## src/rtl/if_prefetch_unit_pkg.sv

```systemverilog
// Shared constants for the instruction-fetch prefetch unit.
// The fetch entry struct depends on XLEN, so it is declared in the top module.
// It holds the same {pc, instr} layout that the FIFO stores.
package if_prefetch_unit_pkg;

  // Byte distance between consecutive instructions (RV32/RV64 without C extension).
  localparam int unsigned INSTR_ALIGN = 4;
  localparam int unsigned ILEN        = 32;

endpackage

```

## src/rtl/if_prefetch_unit_fifo.sv

```systemverilog
// Circular prefetch buffer holding fetched {pc, instr} entries.
// Ports:
//   clk_i, rst_ni   clock, asynchronous active-low reset
//   push_i, data_i  write data_i at the tail
//   pop_i           advance the head (caller guarantees non-empty)
//   flush_i         drop all entries; overrides push/pop
//   head_o          entry at the head (undefined content when empty)
//   count_o         number of valid entries, 0..Depth
module if_prefetch_unit_fifo #(
  parameter int unsigned Depth = 4,
  parameter type T = logic [31:0],
  localparam int unsigned PtrW = $clog2(Depth),
  localparam int unsigned CntW = $clog2(Depth + 1)
) (
  input  logic            clk_i,
  input  logic            rst_ni,
  input  logic            push_i,
  input  logic            pop_i,
  input  logic            flush_i,
  input  T                data_i,
  output T                head_o,
  output logic [CntW-1:0] count_o
);

  // Pointers carry one extra wrap bit so full and empty are distinguishable.
  logic [PtrW:0] wr_q, wr_d, rd_q, rd_d;
  T              mem_q [Depth];

  always_comb begin
    wr_d = wr_q;
    rd_d = rd_q;
    if (flush_i) begin
      wr_d = '0;
      rd_d = '0;
    end else begin
      if (push_i) wr_d = wr_q + 1'b1;
      if (pop_i)  rd_d = rd_q + 1'b1;
    end
  end

  always_ff @(posedge clk_i or negedge rst_ni) begin
    if (!rst_ni) begin
      wr_q <= '0;
      rd_q <= '0;
    end else begin
      wr_q <= wr_d;
      rd_q <= rd_d;
    end
  end

  // Storage needs no reset: entries are only observed while count_o > 0.
  always_ff @(posedge clk_i) begin
    if (push_i && !flush_i) mem_q[wr_q[PtrW-1:0]] <= data_i;
  end

  assign head_o  = mem_q[rd_q[PtrW-1:0]];
  assign count_o = CntW'(wr_q - rd_q);

endmodule

```

## src/rtl/if_prefetch_unit.sv

```systemverilog
// Instruction-fetch front end: issues in-order IM requests, buffers responses
// and hands {instr, PC, PC+4} to decode with a valid/ready handshake.
// Ports:
//   clk, rst                        clock, asynchronous active-low reset
//   IM_req_valid/ready, IM_address  fetch request channel
//   IM_rsp_valid, IM_out            in-order fetch responses (latency >= 1)
//   redirect_valid, redirect_pc     flush and restart fetch at redirect_pc
//   ID_valid/ready, ID_instr/PC/PC4 buffer head towards decode (zero when empty)
module if_prefetch_unit
  import if_prefetch_unit_pkg::*;
#(
  parameter int unsigned    XLEN     = 32,
  parameter int unsigned    DEPTH    = 4,
  parameter logic [XLEN-1:0] RESET_PC = '0
) (
  input  logic            clk,
  input  logic            rst,
  output logic            IM_req_valid,
  input  logic            IM_req_ready,
  output logic [XLEN-1:0] IM_address,
  input  logic            IM_rsp_valid,
  input  logic [ILEN-1:0] IM_out,
  input  logic            redirect_valid,
  input  logic [XLEN-1:0] redirect_pc,
  output logic            ID_valid,
  input  logic            ID_ready,
  output logic [ILEN-1:0] ID_instr,
  output logic [XLEN-1:0] ID_PC,
  output logic [XLEN-1:0] ID_PC4
);

  localparam int unsigned CntW = $clog2(DEPTH + 1);

  typedef struct packed {
    logic [XLEN-1:0] pc;
    logic [ILEN-1:0] instr;
  } fetch_entry_t;

  logic [XLEN-1:0] fetch_pc_q, fetch_pc_d, rsp_pc_q, rsp_pc_d;
  logic [CntW-1:0] outstanding_q, outstanding_d, discard_q, discard_d;
  logic [CntW-1:0] count;
  logic [CntW:0]   in_use;
  logic            req_fire, push, pop, dropping;
  logic [XLEN-1:0] redirect_pc_aligned;
  fetch_entry_t    push_entry, head;
  logic            unused_redirect_lsbs;

  assign unused_redirect_lsbs = ^redirect_pc[1:0];
  assign redirect_pc_aligned  = {redirect_pc[XLEN-1:2], 2'b00};

  // Credits cover both buffered and in-flight fetches; a pop in the same
  // cycle is deliberately not credited to keep the path short.
  assign in_use       = {1'b0, count} + {1'b0, outstanding_q};
  assign IM_req_valid = rst && !redirect_valid && (in_use < (CntW + 1)'(DEPTH));
  assign req_fire     = IM_req_valid && IM_req_ready;
  assign dropping     = (discard_q != '0);
  assign push         = IM_rsp_valid && !dropping && !redirect_valid;
  assign pop          = ID_valid && ID_ready;
  assign push_entry   = '{pc: rsp_pc_q, instr: IM_out};

  always_comb begin
    fetch_pc_d    = fetch_pc_q;
    rsp_pc_d      = rsp_pc_q;
    outstanding_d = outstanding_q + CntW'(req_fire) - CntW'(IM_rsp_valid);
    discard_d     = discard_q;
    if (redirect_valid) begin
      fetch_pc_d = redirect_pc_aligned;
      rsp_pc_d   = redirect_pc_aligned;
      // Everything still in flight after this cycle belongs to the old path.
      discard_d  = outstanding_q - CntW'(IM_rsp_valid);
    end else begin
      if (req_fire) fetch_pc_d = fetch_pc_q + XLEN'(INSTR_ALIGN);
      if (push)     rsp_pc_d   = rsp_pc_q + XLEN'(INSTR_ALIGN);
      if (IM_rsp_valid && dropping) discard_d = discard_q - 1'b1;
    end
  end

  always_ff @(posedge clk or negedge rst) begin
    if (!rst) begin
      fetch_pc_q    <= RESET_PC;
      rsp_pc_q      <= RESET_PC;
      outstanding_q <= '0;
      discard_q     <= '0;
    end else begin
      fetch_pc_q    <= fetch_pc_d;
      rsp_pc_q      <= rsp_pc_d;
      outstanding_q <= outstanding_d;
      discard_q     <= discard_d;
    end
  end

  if_prefetch_unit_fifo #(
    .Depth (DEPTH),
    .T     (fetch_entry_t)
  ) u_fifo (
    .clk_i   (clk),
    .rst_ni  (rst),
    .push_i  (push),
    .pop_i   (pop),
    .flush_i (redirect_valid),
    .data_i  (push_entry),
    .head_o  (head),
    .count_o (count)
  );

  assign IM_address = fetch_pc_q;
  assign ID_valid   = (count != '0);
  assign ID_instr   = ID_valid ? head.instr : '0;
  assign ID_PC      = ID_valid ? head.pc : '0;
  assign ID_PC4     = ID_valid ? head.pc + XLEN'(INSTR_ALIGN) : '0;

`ifndef SYNTHESIS
  always @(posedge clk) begin
    if (rst) begin
      assert (outstanding_q <= CntW'(DEPTH));
      assert (in_use <= (CntW + 1)'(DEPTH));
      assert (discard_q <= outstanding_q);
    end
  end
`endif

endmodule
```

## config.mk

```make
export PLATFORM = sky130hd
export DESIGN_NAME = if_prefetch_unit
export DESIGN_NICKNAME = d
export VERILOG_FILES = /design/src/rtl/if_prefetch_unit_pkg.sv /design/src/rtl/if_prefetch_unit_fifo.sv /design/src/rtl/if_prefetch_unit.sv
export SDC_FILE = /design/constraint.sdc
export NUM_CORES = 1
export LEC_CHECK = 0
export ABC_AREA = 1
export CAP_MARGIN = 25
export CORE_ASPECT_RATIO = 0.5
export CORE_MARGIN = 3
export CORE_UTILIZATION = 30
export DETAILED_ROUTE_END_ITERATION = 16
export HOLD_SLACK_MARGIN = 0.05
export PLACE_DENSITY = 0.52
export SETUP_SLACK_MARGIN = 0.5
export SYNTH_ARGS = -nofsm -noshare
export SYNTH_HDL_FRONTEND = slang
export SYNTH_SLANG_ARGS = --single-unit
export TNS_END_PERCENT = 10
```

## constraint.sdc

```tcl
create_clock -name clk -period 6 [get_ports clk]
set_input_delay 1.2 -clock clk [delete_from_list [all_inputs] [get_ports clk]]
set_output_delay 1.2 -clock clk [all_outputs]
set_load 0.05 [all_outputs]
```

==> impl_metrics.toml <==
[sta]
period_minus_slack_ns = 5.46
timing_hold_violations_final = 0
rsz0062_at_grt = "yes"
timing.final.setup_violations = 0
worst_slew_pin_slew_ns = 0.770
slew_headroom = 0.487
fin_crit_sh = 0.910
totalNegativeSetupSlack_ns = 0
clock_skew_ns = 0.0277
report.final.slew_viol_count = 0
fin_hold_ws_ns = 0.506
fmaxAchievable_ghz = 0.183

[synthesis]
synth.largest_area_cell = "sky130_fd_sc_hd__edfxtp_1"
post_synth.cell_area_avg_um2 = 8.88
synth_area_leaders = "sky130_fd_sc_hd__edfxtp_1, sky130_fd_sc_hd__nand2_1, sky130_fd_sc_hd__dfrtp_1, sky130_fd_sc_hd__nor2_1, sky130_fd_sc_hd__inv_1"
post-synth-top-count-cell = "sky130_fd_sc_hd__nand2_1"
ys_seq_elements = 320
syn_inst = 1820
most_common_flop_cell_mapped_by_yosys = "sky130_fd_sc_hd__edfxtp_1"
synth_edf_count = 248
synth.top_cells.by_count = "sky130_fd_sc_hd__nand2_1, sky130_fd_sc_hd__edfxtp_1, sky130_fd_sc_hd__nor2_1"
synth-async-reset-ratio = 0.225
synth.top_cell.area_share = 0.461
yosys_warnings = 0
synth.yosys.seq_area_share = 0.573
post_synth_instance_area_um2 = 16200
netlist-cell-type-count = 47

[floorplanning]
coreArea_um2 = 52600
core.rowCount = 59
fp.dieW_um = 334
top_level_ports = 200
fp.dieH_um = 170
floorplan.initialDensity = 0.307
floorplan.die_area_um2 = 56800

[drt]
via_per_inst = 4.68
drt_wl_total_um = 46000
detail_route.wl_per_cell_um = 16.9
drt_pass1_iterations = 5
detail_route.drc_violations = 0
detailroute.via_count = 12700
first_iter_violations = 852
final_antenna_net_count = 0

[worst_setup_path]
critical-path-top-cell-by-count = "sky130_fd_sc_hd__nand2_1"
timing.critical_path.required_ns = 4.80
worstPathMaxFanout = 58
worst_path_largest_cell_delay_ns = 0.85
timing.critical_path.slowest_stage_cell = "sky130_fd_sc_hd__clkdlybuf4s50_1"
crit_type = "reg2out"
r2r-start = "u_fifo.rd_q[0]"
cp_startpoint_kind = "flop"
timing.critical_path.max_delay_family = "buffers and inverters"
cp.buffers_inverters = 3
cp_cell_sequence = "inv_8 -> buf_4 -> nand2_1 -> nand2_1 -> nand2_1 -> nand2_1 -> nand2_1 -> nor2_2 -> nand2_1 -> nor2_4 -> o21ai_0 -> nor2_1 -> clkdlybuf4s50_1"
critPathCaptureType = "output pin"
cp.arrival_ns = 4.26
critPathLaunch = "u_fifo.rd_q[0]"

[cells_and_area]
syn2layout_area_growth_pct = 23.7
postLayoutCoreUtil = 0.380
insertedDiodeCount = 0
finish.net_count = 2085
layout.cell_area.non_filler_um2 = 20000
final_layout_size_suffix_gt1_frac = 0.0638

[clock_network]
postCtsResizedCells = 2
worst_setup_hold_path_clk_slew_ns = 0.06
cts_hold_buffers = 0
postCtsSetupRepairBufs = 0
cts_tree = "built"
htree_levels = 2
max-clock-path-buffers = 3
clock-root-buffer = "sky130_fd_sc_hd__clkbuf_16"
insertion_delay_ns = 0.52
clock_sink_count = 320
cts-buffers-inserted = 34

[grt]
global_route_usage_sum = 0.161
grt_antenna_before_repair = 0
grt_pass1_wl_um = 71000
globalRoute.totalOverflow = 0
via_count_of_the_first_global_routing_pass = 12400
grt_start_max_net_pins = 85

[power_and_ir_drop]
pnr_total_power_uw = 11400
max-vdd-ir-drop_mv = 0.416
p_per_area_nw_per_um2 = 571
leakage_uw = 0.00818

[run_status]
result_of_the_run = "complete, no violations"

[place]
detailed_place.area_um2 = 18800
place.port_buffers = 191
gpl.final_weighted_congestion = 0.848
dp_hpwl_um = 30800

[hold_path]
worst_hold_path_type = "reg2reg"
hold_path.startpoint = "outstanding_q[1]"

[run]
drv_cap = 0
## stage by stage
stage	setup WS (ns)	cells
global route	0.251	2722
detailed placement	0.964	2660
global placement	0.985	2660
CTS	0.498	2721
finish	0.539	2722
floorplan	1.01	1825
## area by class of cell
cell class              count  area [um2]
clock buffers              42         937
repair buffers            212        2170
fillers                  5278       32600
well taps                 701         877
flip-flops and latches    320        9250
clock inverters            19         224
multi-input cells        1247        5840
inverters                 181         687
## final timing paths
path,to,slack (ns),depth (start not counted)
setup / recovery,ID_PC4[16],0.54,13
hold / removal,outstanding_q[2],0.51,1
setup reg to reg,outstanding_q[2],1.75,16
hold reg to reg,outstanding_q[2],0.51,1
max in group asynchronous,rsp_pc_q[30],4.70,3
min in group asynchronous,IM_address[3],0.73,2
## flip-flops by register name, indices dropped and copies added (netlist names)
signal,flops
rsp_pc_q,30
IM_address,30
u_fifo.rd_q,3
discard_q,3
u_fifo.mem_q,248
outstanding_q,3
u_fifo.wr_q,3
## cells in the final DEF (no fill, tap or decap), types with 20 or more instances in the layout
master                            instances
sky130_fd_sc_hd__a21oi_1                 38
sky130_fd_sc_hd__o22ai_1                 35
sky130_fd_sc_hd__nor2_1                 190
sky130_fd_sc_hd__clkdlybuf4s50_1        187
sky130_fd_sc_hd__o211ai_1                20
sky130_fd_sc_hd__nand3_1                126
sky130_fd_sc_hd__clkbuf_16               36
sky130_fd_sc_hd__o21ai_0                107
sky130_fd_sc_hd__edfxtp_1               248
sky130_fd_sc_hd__inv_1                  172
sky130_fd_sc_hd__dfrtp_1                 70
sky130_fd_sc_hd__nand2_1                575
## cell families (layout without fill, tap and decap cells)
group	Yosys count	count (layout)	synth area share
simple gates	975	975	0.251
flops	320	320	0.573
buf+inv	258	454	0.0697
compound gates	222	222	0.0776
xor+xnor	25	25	0.0136
fa+ha+maj	19	19	0.0156
other cells	1	6	0.000232
## layer usage
layer / vias up / share of wire / track usage
li1: 6373 / - / -
met1: 6061 / 0.44 / 0.198
met2: 222 / 0.49 / 0.285
met3: 74 / 0.041 / 0.0290
met4: 0 / 0.028 / 0.0556
met5: - / 0 / 0
## worst reg2reg max path, delay by kind of cell, from the launching register on
kind	cells	cell delay [ns]
flip-flops	1	0.83
XOR/XNOR	3	0.61
adder cells (fa/ha/maj)	6	1.86
AND/OR/NAND/NOR	4	0.66
buffers and inverters	3	0.19
## where the power goes
part	total [uW]	switching, uW	internal, uW
registers	2840	248	2590
logic	6370	4520	1840
clock network	2200	871	1330
total	11400	5640	5770
No activity file was read; power rests on OpenSTA's default activity.
